<file path="src/rtl/multi_vector_constructor.sv">
// Multi-channel vector assembler: streams elements from per-channel synchronous RAM
// reads into D-wide vectors with valid/accept handshake and a global advance enable.
module multi_vector_constructor #(
  parameter int unsigned ELEMENT_WIDTH    = 24,
  parameter int unsigned ADDR_WIDTH       = 8,
  parameter int unsigned VECTOR_DIMENSION = 3,
  parameter int unsigned NUM_CHANNELS     = 2
) (
  input  logic                                                        clk,
  input  logic                                                        reset,
  input  logic                                                        enabled,
  input  logic                                                        start,
  input  logic [NUM_CHANNELS-1:0][ADDR_WIDTH-1:0]                     base_addr,
  input  logic [NUM_CHANNELS-1:0][ADDR_WIDTH-1:0]                     expected_elements,
  input  logic [NUM_CHANNELS-1:0][ELEMENT_WIDTH-1:0]                  element_in,
  output logic [NUM_CHANNELS-1:0][ADDR_WIDTH-1:0]                     addr,
  output logic [NUM_CHANNELS-1:0][VECTOR_DIMENSION-1:0][ELEMENT_WIDTH-1:0] vector,
  output logic [NUM_CHANNELS-1:0]                                     vector_valid,
  input  logic [NUM_CHANNELS-1:0]                                     vector_accept,
  output logic                                                        busy,
  output logic                                                        done
);

  localparam int unsigned N      = NUM_CHANNELS;
  localparam int unsigned D      = VECTOR_DIMENSION;
  localparam int unsigned SLOT_W = (D > 1) ? $clog2(D) : 1;

  typedef enum logic [1:0] {T_IDLE = 2'd0, T_RUN = 2'd1, T_FINISH = 2'd2} top_state_e;
  typedef enum logic [1:0] {CH_DONE = 2'd0, CH_FETCH = 2'd1, CH_HOLD = 2'd2} ch_state_e;

  top_state_e r_state, w_state_nxt;
  ch_state_e  r_ch     [N];
  ch_state_e  w_ch_nxt [N];

  logic [ADDR_WIDTH-1:0]    r_addr    [N];
  logic [ADDR_WIDTH-1:0]    r_iss_rem [N];
  logic [ADDR_WIDTH-1:0]    r_cap_rem [N];
  logic [SLOT_W-1:0]        r_vec_iss [N];
  logic [SLOT_W-1:0]        r_slot    [N];
  logic [ELEMENT_WIDTH-1:0] r_vec     [N][D];
  logic [N-1:0]             r_addr_vld, r_pend, r_vv;
  logic                     r_busy, r_done, w_busy_nxt, w_done_nxt;
  logic                     w_start_acc;
  logic [N-1:0]             w_consume, w_capture, w_last_cap, w_xfer, w_ch_done;

  assign w_start_acc = enabled & start & (r_state == T_IDLE);

  // Per-channel events: address consumed by RAM, data captured, vector complete, vector handed off
  always_comb begin
    for (int unsigned c = 0; c < N; c++) begin
      w_consume[c]  = enabled & (r_ch[c] == CH_FETCH) & r_addr_vld[c];
      w_capture[c]  = enabled & r_pend[c];
      w_last_cap[c] = w_capture[c] & ((r_slot[c] == SLOT_W'(D - 1)) |
                                      (r_cap_rem[c] == ADDR_WIDTH'(1)));
      w_xfer[c]     = enabled & (r_ch[c] == CH_HOLD) & r_vv[c] & vector_accept[c];
      w_ch_done[c]  = (r_ch[c] == CH_DONE);
    end
  end

  // Channel state register
  always_ff @(posedge clk or negedge reset) begin
    if (!reset) begin
      for (int unsigned c = 0; c < N; c++) r_ch[c] <= CH_DONE;
    end else begin
      for (int unsigned c = 0; c < N; c++) r_ch[c] <= w_ch_nxt[c];
    end
  end

  // Channel next state
  always_comb begin
    for (int unsigned c = 0; c < N; c++) begin
      w_ch_nxt[c] = r_ch[c];
      if (w_start_acc) begin
        w_ch_nxt[c] = (expected_elements[c] == '0) ? CH_DONE : CH_FETCH;
      end else begin
        case (r_ch[c])
          CH_FETCH: if (w_last_cap[c]) w_ch_nxt[c] = CH_HOLD;
          CH_HOLD:  if (w_xfer[c]) w_ch_nxt[c] = (r_cap_rem[c] == '0) ? CH_DONE : CH_FETCH;
          default:  w_ch_nxt[c] = r_ch[c];
        endcase
      end
    end
  end

  // Channel datapath; a vector's next address is only re-armed once the current one is handed off
  always_ff @(posedge clk or negedge reset) begin
    if (!reset) begin
      r_addr_vld <= '0;
      r_pend     <= '0;
      r_vv       <= '0;
      for (int unsigned c = 0; c < N; c++) begin
        r_addr[c]    <= '0;
        r_iss_rem[c] <= '0;
        r_cap_rem[c] <= '0;
        r_vec_iss[c] <= '0;
        r_slot[c]    <= '0;
        for (int unsigned d = 0; d < D; d++) r_vec[c][d] <= '0;
      end
    end else if (w_start_acc) begin
      r_pend <= '0;
      r_vv   <= '0;
      for (int unsigned c = 0; c < N; c++) begin
        r_addr[c]     <= base_addr[c];
        r_addr_vld[c] <= (expected_elements[c] != '0);
        r_iss_rem[c]  <= expected_elements[c];
        r_cap_rem[c]  <= expected_elements[c];
        r_vec_iss[c]  <= '0;
        r_slot[c]     <= '0;
      end
    end else if (enabled) begin
      r_pend <= w_consume;
      for (int unsigned c = 0; c < N; c++) begin
        if (w_consume[c]) begin
          r_addr[c]    <= r_addr[c] + ADDR_WIDTH'(1);
          r_iss_rem[c] <= r_iss_rem[c] - ADDR_WIDTH'(1);
          if ((r_vec_iss[c] == SLOT_W'(D - 1)) || (r_iss_rem[c] == ADDR_WIDTH'(1))) begin
            r_addr_vld[c] <= 1'b0;
            r_vec_iss[c]  <= '0;
          end else begin
            r_vec_iss[c]  <= r_vec_iss[c] + SLOT_W'(1);
          end
        end
        if (w_capture[c]) begin
          r_cap_rem[c] <= r_cap_rem[c] - ADDR_WIDTH'(1);
          // Slot 0 capture clears the rest so a short final vector is zero-padded
          for (int unsigned d = 0; d < D; d++) begin
            if (r_slot[c] == '0) begin
              r_vec[c][d] <= (d == 0) ? element_in[c] : '0;
            end else if (r_slot[c] == SLOT_W'(d)) begin
              r_vec[c][d] <= element_in[c];
            end
          end
          if (w_last_cap[c]) begin
            r_slot[c] <= '0;
            r_vv[c]   <= 1'b1;
          end else begin
            r_slot[c] <= r_slot[c] + SLOT_W'(1);
          end
        end
        if (w_xfer[c]) begin
          r_vv[c]       <= 1'b0;
          r_addr_vld[c] <= (r_cap_rem[c] != '0);
        end
      end
    end
  end

  // Top state register
  always_ff @(posedge clk or negedge reset) begin
    if (!reset) r_state <= T_IDLE;
    else        r_state <= w_state_nxt;
  end

  // Top next state
  always_comb begin
    w_state_nxt = r_state;
    if (enabled) begin
      case (r_state)
        T_IDLE:   if (start) w_state_nxt = T_RUN;
        T_RUN:    if (&w_ch_done) w_state_nxt = T_FINISH;
        T_FINISH: w_state_nxt = T_IDLE;
        default:  w_state_nxt = T_IDLE;
      endcase
    end
  end

  // Top outputs
  always_comb begin
    w_busy_nxt = r_busy;
    w_done_nxt = r_done;
    if (enabled) begin
      w_done_nxt = 1'b0;
      case (r_state)
        T_IDLE: if (start) w_busy_nxt = 1'b1;
        T_RUN: begin
          if (&w_ch_done) begin
            w_busy_nxt = 1'b0;
            w_done_nxt = 1'b1;
          end
        end
        default: w_busy_nxt = r_busy;
      endcase
    end
  end

  always_ff @(posedge clk or negedge reset) begin
    if (!reset) begin
      r_busy <= 1'b0;
      r_done <= 1'b0;
    end else begin
      r_busy <= w_busy_nxt;
      r_done <= w_done_nxt;
    end
  end

  for (genvar c = 0; c < int'(N); c++) begin : g_ch
    assign addr[c] = r_addr[c];
    for (genvar d = 0; d < int'(D); d++) begin : g_slot
      assign vector[c][d] = r_vec[c][d];
    end
  end

  assign vector_valid = r_vv;
  assign busy         = r_busy;
  assign done         = r_done;

endmodule

</file>
<file path="config.mk">
export PLATFORM = sky130hd
export DESIGN_NAME = multi_vector_constructor
export DESIGN_NICKNAME = d
export VERILOG_FILES = /design/src/rtl/multi_vector_constructor.sv
export SDC_FILE = /design/constraint.sdc
export NUM_CORES = 1
export LEC_CHECK = 0
export BUFFER_PORTS_ARGS = -buffer_cell sky130_fd_sc_hd__buf_2
export CORE_ASPECT_RATIO = 1.4
export CORE_MARGIN = 3
export CORE_UTILIZATION = 45
export CTS_CLUSTER_DIAMETER = 150
export DETAILED_ROUTE_END_ITERATION = 8
export GPL_TIMING_DRIVEN = 0
export PLACE_DENSITY = 0.72
export SLEW_MARGIN = 20
export SYNTH_ARGS = -nofsm -noshare
export SYNTH_HDL_FRONTEND = slang
export SYNTH_SLANG_ARGS = --single-unit
</file>
<file path="constraint.sdc">
create_clock -name clk -period 1.6 [get_ports clk]
set_input_delay 0.32 -clock clk [delete_from_list [all_inputs] [get_ports clk]]
set_output_delay 0.32 -clock clk [all_outputs]
set_load 0.02 [all_outputs]
</file>
==> impl_results.html <==
<table>
<tr><th>Metric</th><th>Value</th></tr>
<tr><th colspan="2">Run status</th></tr>
<tr><td>Outcome</td><td>finished, violations left</td></tr>
<tr><td>Violated checks</td><td>negative setup slack</td></tr>
<tr><th colspan="2">Detailed routing</th></tr>
<tr><td>Count of nets left with antenna violations after detail routing</td><td>0</td></tr>
<tr><td>Total routed wirelength</td><td>25500 um</td></tr>
<tr><td>Via density per instance</td><td>roughly 5.3</td></tr>
<tr><td>Post-route DRC violation count</td><td>0</td></tr>
<tr><td>Routed wire per std cell</td><td>18.7 um</td></tr>
<tr><td>Count of vias placed by the detailed router</td><td>7275</td></tr>
<tr><td>Starting DRC count in detailed routing</td><td>287</td></tr>
<tr><td>First-pass detailed-route iteration total</td><td>4</td></tr>
<tr><th colspan="2">STA</th></tr>
<tr><td>Post-Route Hold Slack</td><td>between 0.02 and 0.025 ns</td></tr>
<tr><td>Setup total negative slack</td><td>-9.93 ns</td></tr>
<tr><td>Clock Skews</td><td>0.0156 ns</td></tr>
<tr><td>Min Tclk post-route</td><td>1.71 ns</td></tr>
<tr><td>Final hold vios</td><td>0</td></tr>
<tr><td>Final Max Slew Viols</td><td>0</td></tr>
<tr><td>Setup-violating endpoint count in the final report</td><td>approximately 140</td></tr>
<tr><td>Ratio of final minimum period to clock period</td><td>107%</td></tr>
<tr><td>Slew @ Worst Pin</td><td>around 0.5 ns</td></tr>
<tr><td>Max transition margin</td><td>66.7%</td></tr>
<tr><td>Unrepaired setup endpoints after global routing</td><td>true</td></tr>
<tr><td>Fmax</td><td>just under 600 MHz</td></tr>
<tr><td>Min setup slack post-route</td><td>-0.110 ns</td></tr>
<tr><th colspan="2">Floorplanning</th></tr>
<tr><td>Die Outline Area</td><td>~0.023 mm^2</td></tr>
<tr><td>Die Span Y</td><td>178 um</td></tr>
<tr><td>Std cell rows</td><td>62</td></tr>
<tr><td>Placeable core region</td><td>0.0207 mm^2</td></tr>
<tr><td>Initial core utilization</td><td>46.1%</td></tr>
<tr><td>I/O Pins</td><td>between 200 and 300</td></tr>
<tr><td>Die extent in x</td><td>129 um</td></tr>
<tr><th colspan="2">Pwr</th></tr>
<tr><td>P per Cell Area</td><td>1970 mW/mm^2</td></tr>
<tr><td>Internal Power</td><td>15.9 mW</td></tr>
<tr><td>Combinational power share</td><td>42.3%</td></tr>
<tr><td>Post-route total power</td><td>25.8 mW</td></tr>
<tr><td>Lkg Pwr</td><td>6.43 nW</td></tr>
<tr><td>Sw Pwr</td><td>9.88 mW</td></tr>
<tr><td>Net Sw Frac</td><td>38.3%</td></tr>
<tr><td>Clock network power share</td><td>20.6%</td></tr>
<tr><td>Worst voltage drop across the vdd grid</td><td>0.000981 V</td></tr>
<tr><td>Seq pwr share</td><td>37.1%</td></tr>
<tr><th colspan="2">Place</th></tr>
<tr><td>Placed cell count</td><td>1282</td></tr>
<tr><td>Half-perimeter wire length after detailed placement</td><td>17000 um</td></tr>
<tr><td>Final estimated routing congestion in global placement</td><td>0.819</td></tr>
<tr><td>DP Worst Slack</td><td>-0.372 ns</td></tr>
<tr><td>Area after DPL</td><td>0.0112 mm^2</td></tr>
<tr><td>Port Buffer Count</td><td>249</td></tr>
<tr><th colspan="2">Yosys</th></tr>
<tr><td>Number of warnings issued by yosys</td><td>0</td></tr>
<tr><td>Post-synthesis share of cell area spent on xor and xnor gates</td><td>3.76%</td></tr>
<tr><td>Dominant combinational cell family by area after synthesis</td><td>multiplexers</td></tr>
<tr><td>Async set-reset flop share out of synthesis</td><td>100%</td></tr>
<tr><td>Compound-Gate Fraction of Synth Area</td><td>under 10%</td></tr>
<tr><td>Post-synthesis share of cell area spent on full adders, half adders and majority gates</td><td>~2.4%</td></tr>
<tr><td>Dominant register cell in the synthesized netlist</td><td>dfrtp_1</td></tr>
<tr><td>Proportion of synthesized area in mux cells</td><td>17.0%</td></tr>
<tr><td>Post-synthesis sequential element count</td><td>214</td></tr>
<tr><td>Share of synthesized area occupied by flip-flops and latches</td><td>56.1%</td></tr>
<tr><td>Post-Synthesis Cells</td><td>just under 800</td></tr>
<tr><td>Share of synthesized cell area in and, or, nand and nor gates</td><td>11.7%</td></tr>
<tr><td>Post-Syn Area</td><td>0.00955 mm^2</td></tr>
<tr><td>Count of flip-flops with a built-in enable after synthesis</td><td>0</td></tr>
<tr><td>Net Count, Synth</td><td>879</td></tr>
<tr><td>Distinct cell type count of the synthesized netlist</td><td>50</td></tr>
<tr><td>Synthesized area divided by synthesized cell count</td><td>~12 um^2</td></tr>
<tr><th colspan="2">Global route</th></tr>
<tr><td>Overflow left after global routing</td><td>0</td></tr>
<tr><td>Global-route track usage on met3</td><td>2.25%</td></tr>
<tr><td>Global Route Usage Sum</td><td>20.6%</td></tr>
<tr><td>Wire length of the first global-routing pass</td><td>38300 um</td></tr>
<tr><td>Initial antenna violation count</td><td>1</td></tr>
<tr><td>Maximum number of pins on one net before global-route repair</td><td>95</td></tr>
<tr><td>Met1 Usage GRT</td><td>approximately a quarter</td></tr>
<tr><td>Met2 demand-to-capacity share in global routing</td><td>37.9%</td></tr>
<tr><td>Most heavily used metal layer in global routing</td><td>met2</td></tr>
<tr><td>Number of global-route vias before repair</td><td>7474</td></tr>
<tr><th colspan="2">Cells and area</th></tr>
<tr><td>Layout cell share with drive strength beyond 1</td><td>about half</td></tr>
<tr><td>Area growth syn-to-layout</td><td>37.6%</td></tr>
<tr><td>Layout Utilization</td><td>63.4%</td></tr>
<tr><td>Count of non-filler cells in the finished layout</td><td>1362</td></tr>
<tr><td>Post-layout net count</td><td>1194</td></tr>
<tr><td>Fin area</td><td>0.0131 mm^2</td></tr>
<tr><th colspan="2">Clock tree</th></tr>
<tr><td>Total CTS buffers</td><td>22</td></tr>
<tr><td>Num Clock Sinks</td><td>214</td></tr>
<tr><td>Clk root buf</td><td>clkbuf_16</td></tr>
<tr><td>Clock Path Buffers</td><td>3</td></tr>
<tr><td>Worst skew pair latency</td><td>about 0.5 ns</td></tr>
<tr><td>Clock tree from TritonCTS</td><td>done</td></tr>
<tr><td>Deepest level of the CTS H-tree</td><td>1</td></tr>
<tr><td>Register clock-pin slew on the reported worst setup and hold paths</td><td>~0.07 ns</td></tr>
<tr><th colspan="2">Critical path</th></tr>
<tr><td>CP Data Required Time</td><td>roughly 2 ns</td></tr>
<tr><td>Reg-to-reg endpoint</td><td>vector[101]$_DFFE_PN0P_</td></tr>
<tr><td>Launch point of the worst reg-to-reg path</td><td>r_state[0]$_DFFE_PN0P_</td></tr>
<tr><td>Setup crit start kind</td><td>register</td></tr>
<tr><td>Crit path to</td><td>vector[101]$_DFFE_PN0P_</td></tr>
<tr><td>Worst r2r path cells</td><td>8</td></tr>
<tr><td>Most repeated library cell on the critical path</td><td>buf_6</td></tr>
<tr><td>Worst endpoint data arrival time</td><td>2.09 ns</td></tr>
<tr><td>Reg-to-reg slack, setup</td><td>-0.11 ns</td></tr>
<tr><td>Maximum fanout along the worst path</td><td>5</td></tr>
<tr><td>Crit path cell chain</td><td>buf_6 &gt; nor2_2 &gt; a21oi_4 &gt; o21a_1 &gt; buf_6 &gt; buf_12 &gt; buf_8 &gt; mux2_4</td></tr>
<tr><td>Critical Setup Path Class</td><td>reg -&gt; reg</td></tr>
<tr><td>Cell at the slowest stage of the critical path</td><td>dfrtp_1</td></tr>
<tr><td>Source of the critical timing path</td><td>r_state[0]$_DFFE_PN0P_</td></tr>
<tr><td>Worst setup EP type</td><td>register</td></tr>
<tr><td>Critical path's largest stage delay</td><td>about 0.4 ns</td></tr>
<tr><th colspan="2">Min path</th></tr>
<tr><td>Worst min-delay path class</td><td>in -&gt; reg</td></tr>
<tr><th colspan="2">Flow run</th></tr>
<tr><td>Max-cap violations</td><td>0</td></tr>
</table>
-- cell usage in the layout, fill, tap and decap left out, drive strengths merged, types with 2 or more instances in the layout --
cell type / netlist / routed
nor3b: 3 / 3
or3: 4 / 4
and3: 4 / 4
o21ai: 23 / 23
o22ai: 4 / 4
clkbuf: 16 / 46
buf: 26 / 318
and4bb: 2 / 2
or4: 2 / 2
inv: 22 / 22
nand2b: 2 / 2
nor2b: 48 / 48
nand4: 9 / 9
ha: 18 / 18
bufinv: 0 / 2
clkinv: 0 / 4
nand4b: 5 / 5
xor2: 23 / 23
o311ai: 3 / 3
a31oi: 6 / 6
nor2: 39 / 39
xnor2: 18 / 18
mux2: 144 / 144
nor3: 8 / 8
a21oi: 40 / 40
dfrtp: 214 / 214
nand3: 14 / 14
and4b: 2 / 2
nand2: 42 / 42
o21a: 9 / 9
nor4: 14 / 14
-- how the worst min path moves through the flow --
stage / startpoint / end / slack [ns] / cells past startpoint
2_1_floorplan: reset / addr[0]$_DFFE_PN0P_ / 0.02 / 0
3_3_place_gp: busy$_DFFE_PN0P_ / busy$_DFFE_PN0P_ / 0.46 / 1
3_5_place_dp: reset / vector[93]$_DFFE_PN0P_ / 0.20 / 1
4_1_cts: base_addr[14] / addr[14]$_DFFE_PN0P_ / 0.003 / 3
5_1_grt: base_addr[10] / addr[10]$_DFFE_PN0P_ / 0.01 / 3
6_report: base_addr[14] / addr[14]$_DFFE_PN0P_ / 0.02 / 3
-- kinds of logic after synthesis --
logic type | Yosys count
fa+ha+maj | 18
simple gates | 202
compound gates | 92
buf+inv | 64
mux | 144
flops | 214
xor+xnor | 41
-- worst max-delay path: cells and delay by family, from the launching register on --
family | cells | cell delay (ns)
mux | 1 | 0.30
flops | 1 | 0.39
buf+inv | 4 | 0.49
compound gates | 2 | 0.38
simple gates | 1 | 0.04
-- power by group through the flow --
stage	clock network, mW	registers, mW	logic, mW
finish	5.33	9.59	10.9
global route	5.64	9.90	11.7
CTS	5.43	9.44	10.3
detailed placement	0	9.48	9.45
global placement	0	9.37	9.25
floorplan	0	11.6	3.75
-- sequential cells by signal (all words and copies together), names as in the netlist --
name and count:
done 1, r_addr_vld 2, r_iss_rem 16, addr 16, r_ch 4, r_vec_iss 4, r_cap_rem 16, r_state 2
vector_valid 2, vector 144, r_pend 2, busy 1, r_slot 4
-- area by class of cell --
| class | count | area [um^2] |
|---|---|---|
| sequential | 214 | 5360 |
| timing repair buffer | 295 | 1880 |
| fill | 1622 | 7570 |
| antenna | 1 | 2.50 |
| clock buffer | 32 | 669 |
| buffer | 38 | 377 |
| clock inverter | 7 | 91.3 |
| tap | 256 | 320 |
| inverter | 22 | 82.6 |
| multi-input combinational | 497 | 4360 |
-- cells in the mapped netlist (all sizes together) (2+ instances only) --
cell type	instances	area share [%]
and4b	2	0.21
nor2b	48	3.1
nand4	9	0.59
o311ai	3	0.28
a21oi	40	2.1
inv	22	0.86
nor2	39	1.6
o21ai	23	1.2
nor4	14	1.1
nor3	8	0.42
nand3	14	0.73
xor2	23	2.1
buf	26	2.1
nand2	42	1.7
or3	4	0.26
mux2	144	17
nor3b	3	0.24
or4	2	0.20
ha	18	2.4
clkbuf	16	0.63
and4bb	2	0.26
a31oi	6	0.39
and3	4	0.26
xnor2	18	1.7
dfrtp	214	56
nand2b	2	0.13
nand4b	5	0.46
o21a	9	0.71
o22ai	4	0.26
-- metal layers --
metal	vias to the layer above	wire (um)	part of all wire, %
met5	-	0	0
met4	0	924	3.6
met3	69	1130	4.4
met2	237	13600	53
met1	3629	9890	39
li1	3340	-	-
-- timing repair --
item	CTS	global route
buffers inserted	21	14
cloned	5	3
hold endpoints to repair	27	0
hold buffers	1	0
gates resized for setup	86	103
pin swaps	6	9
endpoints found under the setup margin	189	168
Note: power is estimated with default switching activity, not from simulation.
